$ cat config.mk
export PLATFORM = sky130hd
export DESIGN_NAME = nibble_serial_adder
export DESIGN_NICKNAME = d
export VERILOG_FILES = /design/src/rtl/nsadd_pkg.sv /design/src/rtl/nibble_serial_adder.sv
export SDC_FILE = /design/constraint.sdc
export NUM_CORES = 1
export LEC_CHECK = 0
export CORE_ASPECT_RATIO = 0.7
export CORE_MARGIN = 10
export CORE_UTILIZATION = 40
export CTS_BUF_LIST = sky130_fd_sc_hd__clkbuf_2
export DETAILED_ROUTE_END_ITERATION = 10
export PLACE_DENSITY = 0.67
export SYNTH_ARGS = -nofsm -noshare
export SYNTH_HDL_FRONTEND = slang
export SYNTH_SLANG_ARGS = --single-unit
$ cat constraint.sdc
create_clock -name clk -period 3.35 [get_ports clk]
set_clock_uncertainty 0.2 [all_clocks]
set_input_delay 0.335 -clock clk [delete_from_list [all_inputs] [get_ports clk]]
set_output_delay 0.335 -clock clk [all_outputs]
set_load 0.005 [all_outputs]
$ cat src/rtl/nsadd_pkg.sv
// Shared types and helpers for the nibble-serial adder sequencer.
package nsadd_pkg;
    localparam int NIB_W = 4;

    typedef enum logic [1:0] {
        IDLE,
        RUN,
        DONE
    } state_t;

    function automatic int idx_width(input int n);
        return $clog2(n + 1);
    endfunction
endpackage

$ cat src/rtl/nibble_serial_adder.sv
// Sequences a wide add through an external 4-bit adder, one nibble per cycle.
// Optional signed-overflow output enabled by defining NSADD_OVERFLOW_EN.
module nibble_serial_adder
    import nsadd_pkg::*;
#(
    parameter int NIBBLES = 4,
    localparam int W = NIB_W * NIBBLES
) (
    input  logic             clk,
    input  logic             rst_n,
    input  logic             in_valid,
    output logic             in_ready,
    input  logic [W-1:0]     op_a,
    input  logic [W-1:0]     op_b,
    input  logic             op_cin,
    output logic [NIB_W-1:0] add_a,
    output logic [NIB_W-1:0] add_b,
    output logic             add_cin,
    input  logic [NIB_W-1:0] add_sum,
    input  logic             add_cout,
    output logic             out_valid,
    input  logic             out_ready,
    output logic [W-1:0]     result,
    output logic             result_cout
`ifdef NSADD_OVERFLOW_EN
    ,
    output logic             result_ovf
`endif
);

    localparam int IDX_W = idx_width(NIBBLES);

    state_t           state_q, state_d;
    logic [W-1:0]     a_q, a_d;
    logic [W-1:0]     b_q, b_d;
    logic [W-1:0]     res_q, res_d;
    logic             carry_q, carry_d;
    logic [IDX_W-1:0] idx_q, idx_d;
    logic             last_nib;

`ifdef NSADD_OVERFLOW_EN
    logic a_msb_q, a_msb_d;
    logic b_msb_q, b_msb_d;
    logic ovf_q, ovf_d;
`endif

    assign last_nib = (idx_q == IDX_W'(NIBBLES - 1));

    always_comb begin
        state_d = state_q;
        a_d     = a_q;
        b_d     = b_q;
        res_d   = res_q;
        carry_d = carry_q;
        idx_d   = idx_q;
        add_a   = '0;
        add_b   = '0;
        add_cin = 1'b0;
`ifdef NSADD_OVERFLOW_EN
        a_msb_d = a_msb_q;
        b_msb_d = b_msb_q;
        ovf_d   = ovf_q;
`endif
        unique case (state_q)
            IDLE: begin
                if (in_valid) begin
                    a_d     = op_a;
                    b_d     = op_b;
                    carry_d = op_cin;
                    res_d   = '0;
                    idx_d   = '0;
                    state_d = RUN;
`ifdef NSADD_OVERFLOW_EN
                    a_msb_d = op_a[W-1];
                    b_msb_d = op_b[W-1];
                    ovf_d   = 1'b0;
`endif
                end
            end
            RUN: begin
                add_a   = a_q[NIB_W-1:0];
                add_b   = b_q[NIB_W-1:0];
                add_cin = carry_q;
                // Sum nibbles enter at the top so nibble 0 ends up at the bottom.
                res_d   = (res_q >> NIB_W)
                        | (W'(add_sum) << (W - NIB_W));
                carry_d = add_cout;
                a_d     = a_q >> NIB_W;
                b_d     = b_q >> NIB_W;
                idx_d   = idx_q + IDX_W'(1);
                if (last_nib) begin
                    state_d = DONE;
`ifdef NSADD_OVERFLOW_EN
                    ovf_d = (a_msb_q == b_msb_q)
                         && (add_sum[NIB_W-1] != a_msb_q);
`endif
                end
            end
            DONE: begin
                if (out_ready) state_d = IDLE;
            end
            default: state_d = IDLE;
        endcase
    end

    always_ff @(posedge clk or negedge rst_n) begin
        if (!rst_n) begin
            state_q <= IDLE;
            a_q     <= '0;
            b_q     <= '0;
            res_q   <= '0;
            carry_q <= 1'b0;
            idx_q   <= '0;
`ifdef NSADD_OVERFLOW_EN
            a_msb_q <= 1'b0;
            b_msb_q <= 1'b0;
            ovf_q   <= 1'b0;
`endif
        end else begin
            state_q <= state_d;
            a_q     <= a_d;
            b_q     <= b_d;
            res_q   <= res_d;
            carry_q <= carry_d;
            idx_q   <= idx_d;
`ifdef NSADD_OVERFLOW_EN
            a_msb_q <= a_msb_d;
            b_msb_q <= b_msb_d;
            ovf_q   <= ovf_d;
`endif
        end
    end

    // Held low during reset even though the state register already reads IDLE.
    assign in_ready    = rst_n && (state_q == IDLE);
    assign out_valid   = (state_q == DONE);
    assign result      = res_q;
    assign result_cout = carry_q;
`ifdef NSADD_OVERFLOW_EN
    assign result_ovf  = ovf_q;
`endif

endmodule

==> reports/qor.txt, run 1 <==
outcome: finished clean
PortBufs: 69
H-tree depth: 2
reg2reg path depth: 4
non-filler cells, final: 398
Crit path arrival time: 2.22 ns
crit path capture type: output port
area share of the largest cell type after synthesis: 49.6%
Wirelength per Cell: 17.7 µm
multi-input logic area: 1170 µm²
Leak Pwr: 1.35 nW
Distinct cells, synth: 30
Fill cells: 614
post-DP HPWL: 4840 µm
num rows: 25
Synth area leaders: dfrtp_1 (50%), nor3_2 (14%), o22ai_1 (5.7%), a22o_1 (5.5%), nor3_1 (3.5%)
Synth Instances: 245
final hold violation count: 0
pwr/cell area: 841 nW/µm²
Setup CP Type: reg2out
Clock Sinks: 54
startpoint types: flop
Post-Syn Area: 2720 µm²
Placed Instances: 390
WHS: 0.174 ns
Die Span X: 119 µm
Slew headroom: 53.7%
Req. time, crit path: 2.81 ns
clk_lat worst skew: 0.45 ns
hold_sp: op_b[14]
Max Fclk: 0.363 GHz
TNS Setup: 0 ns
die area: 10600 µm²
number of routed nets with antenna violations: 0
Avg Inst Size Synth: 11.1 µm²
nets@finish: 348
ys flop type: dfrtp_1
hold_buf cts: 1
CTS Buf Count: 5
cell accounting for the most synthesized area: dfrtp_1
post-CTS resize count: 0
Die Y: 89.0 µm
Critical Path Start: state_q[0]$_DFFE_PN0P_
Synth async-reset ratio: 100%
Vias/cell: 5.24
initial core utilization: 40.7%
Initial DRC Count: 98
Post-Syn Nets: 289
Reg clk slew, reported paths: 0.26 ns
initial antenna violation count: 0
RSZ-0062 raised after global routing: false
Clock Tree Buf Depth: 2
Slew @ Worst Pin: 0.694 ns
max cap viols: 0
Critical Path Fanout Max: 15
GRT overflow: 0
Total Routed Length: 7040 µm
Synth top cells by count: dfrtp_1 (54), nor3_2 (38), o22ai_1 (25)
crit share post-route: 82.3%
CTS tree: built
area grow syn2layout: 26.0%
Inserted Diodes: 0
hold path depth: 3
Register Area: 1350 µm²
Final Wtd Congestion: 0.748
CTS root buf: clkbuf_2
Post-CTS Setup Inserts: 0
Tot GR Track Use: 13.8%
count leader, synth: dfrtp_1
Synth Register Bits: 54
Peak VDD IR: 0.239 mV
vias in the first global route: 2191
global-route wire length before repair: 11700 µm
synth warn: 0
via count: 2087
Residual DRC: 0
layout cells sized above 1: 19.1%
DRT Pass-1 Iters: 4
Finish-stage setup viols: 0
FF-to-FF Start: state_q[1]$_DFFE_PN0P_
Max Slew Vio Count: 0
Seq/Total Area, Yosys: 49.6%
worst hold path class: in2reg
Core Box Area: 6690 µm²
pin count of the biggest net entering global routing: 55
post-layout min period: 2.76 ns
Post-synth EDFFs: 0
num ports: 70
## path summary, 6_finish.rpt
kind                                               end  slack (ns)
worst max-delay path                          add_a[3]        0.59
worst min-delay path               b_q[14]$_DFFE_PN0P_        0.17
worst max register to register      b_q[0]$_DFFE_PN0P_        1.15
worst min register to register    idx_q[2]$_DFFE_PN0P_        0.32
max in group asynchronous       state_q[0]$_DFFE_PN0P_        2.09
min in group asynchronous           a_q[5]$_DFFE_PN0P_        0.39
## cell families after synthesis
group                    after synthesis  synth area share, %
flip-flops                            54                 49.6
AND/OR/NAND/NOR                       93                 24.1
AO/OA/AOI/OAI                         69                 17.9
buffers and inverters                 27                 7.53
adder cells (fa/ha/maj)                2                0.919
## final cells by class
| type | count | share of cell area (%) |
|---|---|---|
| sequential | 54 | 39.4 |
| inverter | 2 | 0.219 |
| clock buffer | 7 | 1.02 |
| timing repair buffer | 77 | 21.8 |
| multi-input combinational | 164 | 34.1 |
| tap | 94 | 3.43 |
## registers in the layout (all words and copies together), names as in the netlist
register     count
b_q             16
idx_q            3
a_q             16
state_q          2
result          16
result_cout      1
## through the flow
| stage | setup slack (ns) | power [mW] | utilization, % | area (µm²) |
|---|---|---|---|---|
| detailed placement | 1.11 | 2.66 | 50.6 | 3390 |
| global placement | 1.10 | 2.62 | 50.6 | 3390 |
| finish | 0.593 | 2.88 | 51.3 | 3430 |
| floorplan | 1.77 | 2.17 | - | 2720 |
| global route | 0.368 | 3.14 | 51.3 | 3430 |
| CTS | 0.527 | 2.92 | 51.3 | 3430 |
## power breakdown
| group | internal, mW | switching, mW |
|---|---|---|
| clock | 0.0541 | 0.203 |
| sequential | 0.931 | 0.254 |
| combinational | 0.737 | 0.707 |
| total | 1.72 | 1.16 |
## critical path, cell delays in order (launching register included)
cell and delay (ns):
dfrtp_2 0.62, nor2b_2 0.46, and2_1 0.19, clkdlybuf4s50_1 0.50
## layout by cell type (no fill, tap or decap), types with 2 or more instances in the layout
cell type        instances
nor2_1                   8
nor3_1                  19
o22ai_1                 25
o21ai_0                 13
nand2b_1                 4
o32ai_1                  5
nor3_2                  38
and2_1                   9
o21ai_1                  5
dfrtp_1                 53
buf_4                    7
ha_1                     2
clkbuf_2                 7
a22o_1                  17
nand2_1                 11
clkdlybuf4s50_1         68
## metal layers
| layer | share of wire [%] | wire length, µm | GRT usage (%) | vias up |
|---|---|---|---|---|
| met5 | 0 | 0 | 0 | - |
| li1 | - | - | - | 1022 |
| met2 | 43 | 3010 | 19.9 | 46 |
| met1 | 52 | 3650 | 19.8 | 1011 |
| met4 | 1.3 | 93 | 4.75 | 0 |
| met3 | 4.2 | 297 | 3.15 | 8 |
Power figures use the tool's default switching activity.
==> run 2: changes to the inputs <==
==> constraint.sdc (replaced) <==
create_clock -name clk -period 2.7 [get_ports clk]
set_clock_uncertainty 0.2 [all_clocks]
set_input_delay 0.27 -clock clk [delete_from_list [all_inputs] [get_ports clk]]
set_output_delay 0.27 -clock clk [all_outputs]
set_load 0.005 [all_outputs]
==> reports/qor.txt, run 2 (synthesis results as in run 1) <==
num rows: 25 (unchanged)
Leak Pwr: 1.38 nW (was 1.35 nW)
global-route wire length before repair: 11600 µm (was 11700 µm)
Die Span X: 119 µm (unchanged)
crit path capture type: output port (unchanged)
post-layout min period: 2.46 ns
outcome: finished clean (unchanged)
Crit path arrival time: 1.99 ns (was 2.22 ns)
Post-CTS Setup Inserts: 0 (unchanged)
CTS root buf: clkbuf_2 (unchanged)
Slew headroom: 52.8% (was 53.7%)
most common cell after layout, fill and taps aside: clkdlybuf4s50_1 (unchanged)
reg2reg path depth: 5 (was 4)
post-CTS resize count: 0 (unchanged)
Fill cells: 631 (was 614)
Req. time, crit path: 2.23 ns (was 2.81 ns)
clk_lat worst skew: 0.44 ns (was 0.45 ns)
GRT overflow: 0 (unchanged)
DRT Pass-1 Iters: 4 (unchanged)
initial antenna violation count: 0 (unchanged)
initial core utilization: 40.7% (unchanged)
via count: 2130 (was 2087)
FF-to-FF Start: state_q[0]$_DFFE_PN0P_ (was state_q[1]$_DFFE_PN0P_)
Setup CP Type: reg2out (unchanged)
die area: 10600 µm² (unchanged)
Max Slew Vio Count: 0 (unchanged)
max cap viols: 0 (unchanged)
post-DP HPWL: 4970 µm (was 4840 µm)
PortBufs: 69 (unchanged)
post-layout util: 52.3% (was 51.3%)
RSZ-0062 raised after global routing: false (unchanged)
pwr/cell area: 1080 nW/µm² (was 841 nW/µm²)
hold_sp: op_b[13] (was op_b[14])
Tot Pwr: 3.79 mW (was 2.88 mW)
number of routed nets with antenna violations: 0 (unchanged)
Vias/cell: 5.31 (was 5.24)
Final Wtd Congestion: 0.798 (was 0.748)
R2R setup slack: 0.69 ns (was 1.15 ns)
hold path depth: 3 (unchanged)
final hold violation count: 0 (unchanged)
startpoint types: flop (unchanged)
Finish-stage setup viols: 0 (unchanged)
area grow syn2layout: 28.5% (was 26.0%)
Initial DRC Count: 107 (was 98)
hold_buf cts: 1 (unchanged)
Worst R2R End: b_q[4]$_DFFE_PN0P_ (was b_q[0]$_DFFE_PN0P_)
Wirelength per Cell: 17.7 µm (about the same)
Die Y: 89.0 µm (unchanged)
Residual DRC: 0 (unchanged)
Max Fclk: 0.407 GHz
Slew @ Worst Pin: 0.708 ns (was 0.694 ns)
vias in the first global route: 2195 (was 2191)
Inserted Diodes: 0 (unchanged)
TNS Setup: 0 ns (unchanged)
nets@finish: 350 (was 348)
Reg clk slew, reported paths: 0.28 ns (was 0.26 ns)
pin count of the biggest net entering global routing: 55 (unchanged)
crit share post-route: 90.9%
Critical Path Fanout Max: 10 (was 15)
num ports: 70 (unchanged)
Total Routed Length: 7100 µm (was 7040 µm)
commonest non-fill, non-tap cells in the layout: clkdlybuf4s50_1 (68), dfrtp_1 (53), nor3_2 (38) (unchanged)
Core Box Area: 6690 µm² (unchanged)
layout cells sized above 1: 19.5% (was 19.1%)
H-tree depth: 2 (unchanged)
Peak VDD IR: 0.327 mV (was 0.239 mV)
CTS tree: built (unchanged)
Clock Sinks: 54 (unchanged)
hold path endpoint: b_q[13]$_DFFE_PN0P_ (was b_q[14]$_DFFE_PN0P_)
CTS Buf Count: 5 (unchanged)
Tot GR Track Use: 13.6% (was 13.8%)
worst hold path class: in2reg (unchanged)
Clock Tree Buf Depth: 2 (unchanged)
[run 2: stage by stage]
| step | hold slack, ns | setup slack (ns) | cells | instance area, µm² |
|---|---|---|---|---|
| 6_report | 0.116 | 0.245 | 401 | 3500 |
| 5_1_grt | 0.0834 | 0.0959 | 401 | 3500 |
| 4_1_cts | 0.0968 | 0.199 | 401 | 3500 |
| 3_5_place_dp | 0.281 | 0.688 | 392 | 3400 |
| 3_3_place_gp | 0.263 | 0.749 | 392 | 3400 |
| 2_1_floorplan | -0.226 | 1.19 | 245 | 2720 |
[run 2: how the worst max path moves through the flow]
stage	start	to	slack [ns]	cells after the start
3_5_place_dp	in_valid	b_q[5]$_DFFE_PN0P_	0.69	5
3_3_place_gp	in_valid	b_q[5]$_DFFE_PN0P_	0.75	5
6_report	state_q[1]$_DFFE_PN0P_	add_a[3]	0.24	3
4_1_cts	state_q[1]$_DFFE_PN0P_	add_a[3]	0.20	3
5_1_grt	state_q[1]$_DFFE_PN0P_	add_b[1]	0.1	3
2_1_floorplan	state_q[0]$_DFFE_PN0P_	add_a[0]	1.19	5
[run 2: report_power, final]
part | internal, mW | switching (mW)
clock | 0.246 | 0.265
combinational | 0.927 | 0.932
sequential | 1.16 | 0.267
total | 2.33 | 1.46
[run 2: final cells by class]
class / instances / area [µm²] / area share [%]
Clock inverter: 3 / 63.8 / 1.82
Timing Repair Buffer: 79 / 763 / 21.8
Multi-Input combinational cell: 164 / 1170 / 33.4
Inverter: 2 / 7.51 / 0.215
Sequential cell: 54 / 1350 / 38.6
Tap cell: 94 / 118 / 3.36
Clock buffer: 5 / 25.0 / 0.715
[run 2: worst max-delay path: stages, from the launching register on]
cell             delay (ns)
dfrtp_1                0.46
nor2b_2                0.37
and2_1                 0.21
clkdlybuf4s50_1        0.51
[run 2: routing by layer]
layer | wire length [µm] | up-vias | track usage (%) | share of wire, %
met4 | 60 | 0 | 3.98 | 0.84
met2 | 3090 | 45 | 19.7 | 44
met3 | 308 | 5 | 3.28 | 4.3
li1 | - | 1027 | - | -
met5 | 0 | - | 0 | 0
met1 | 3640 | 1053 | 19.4 | 51
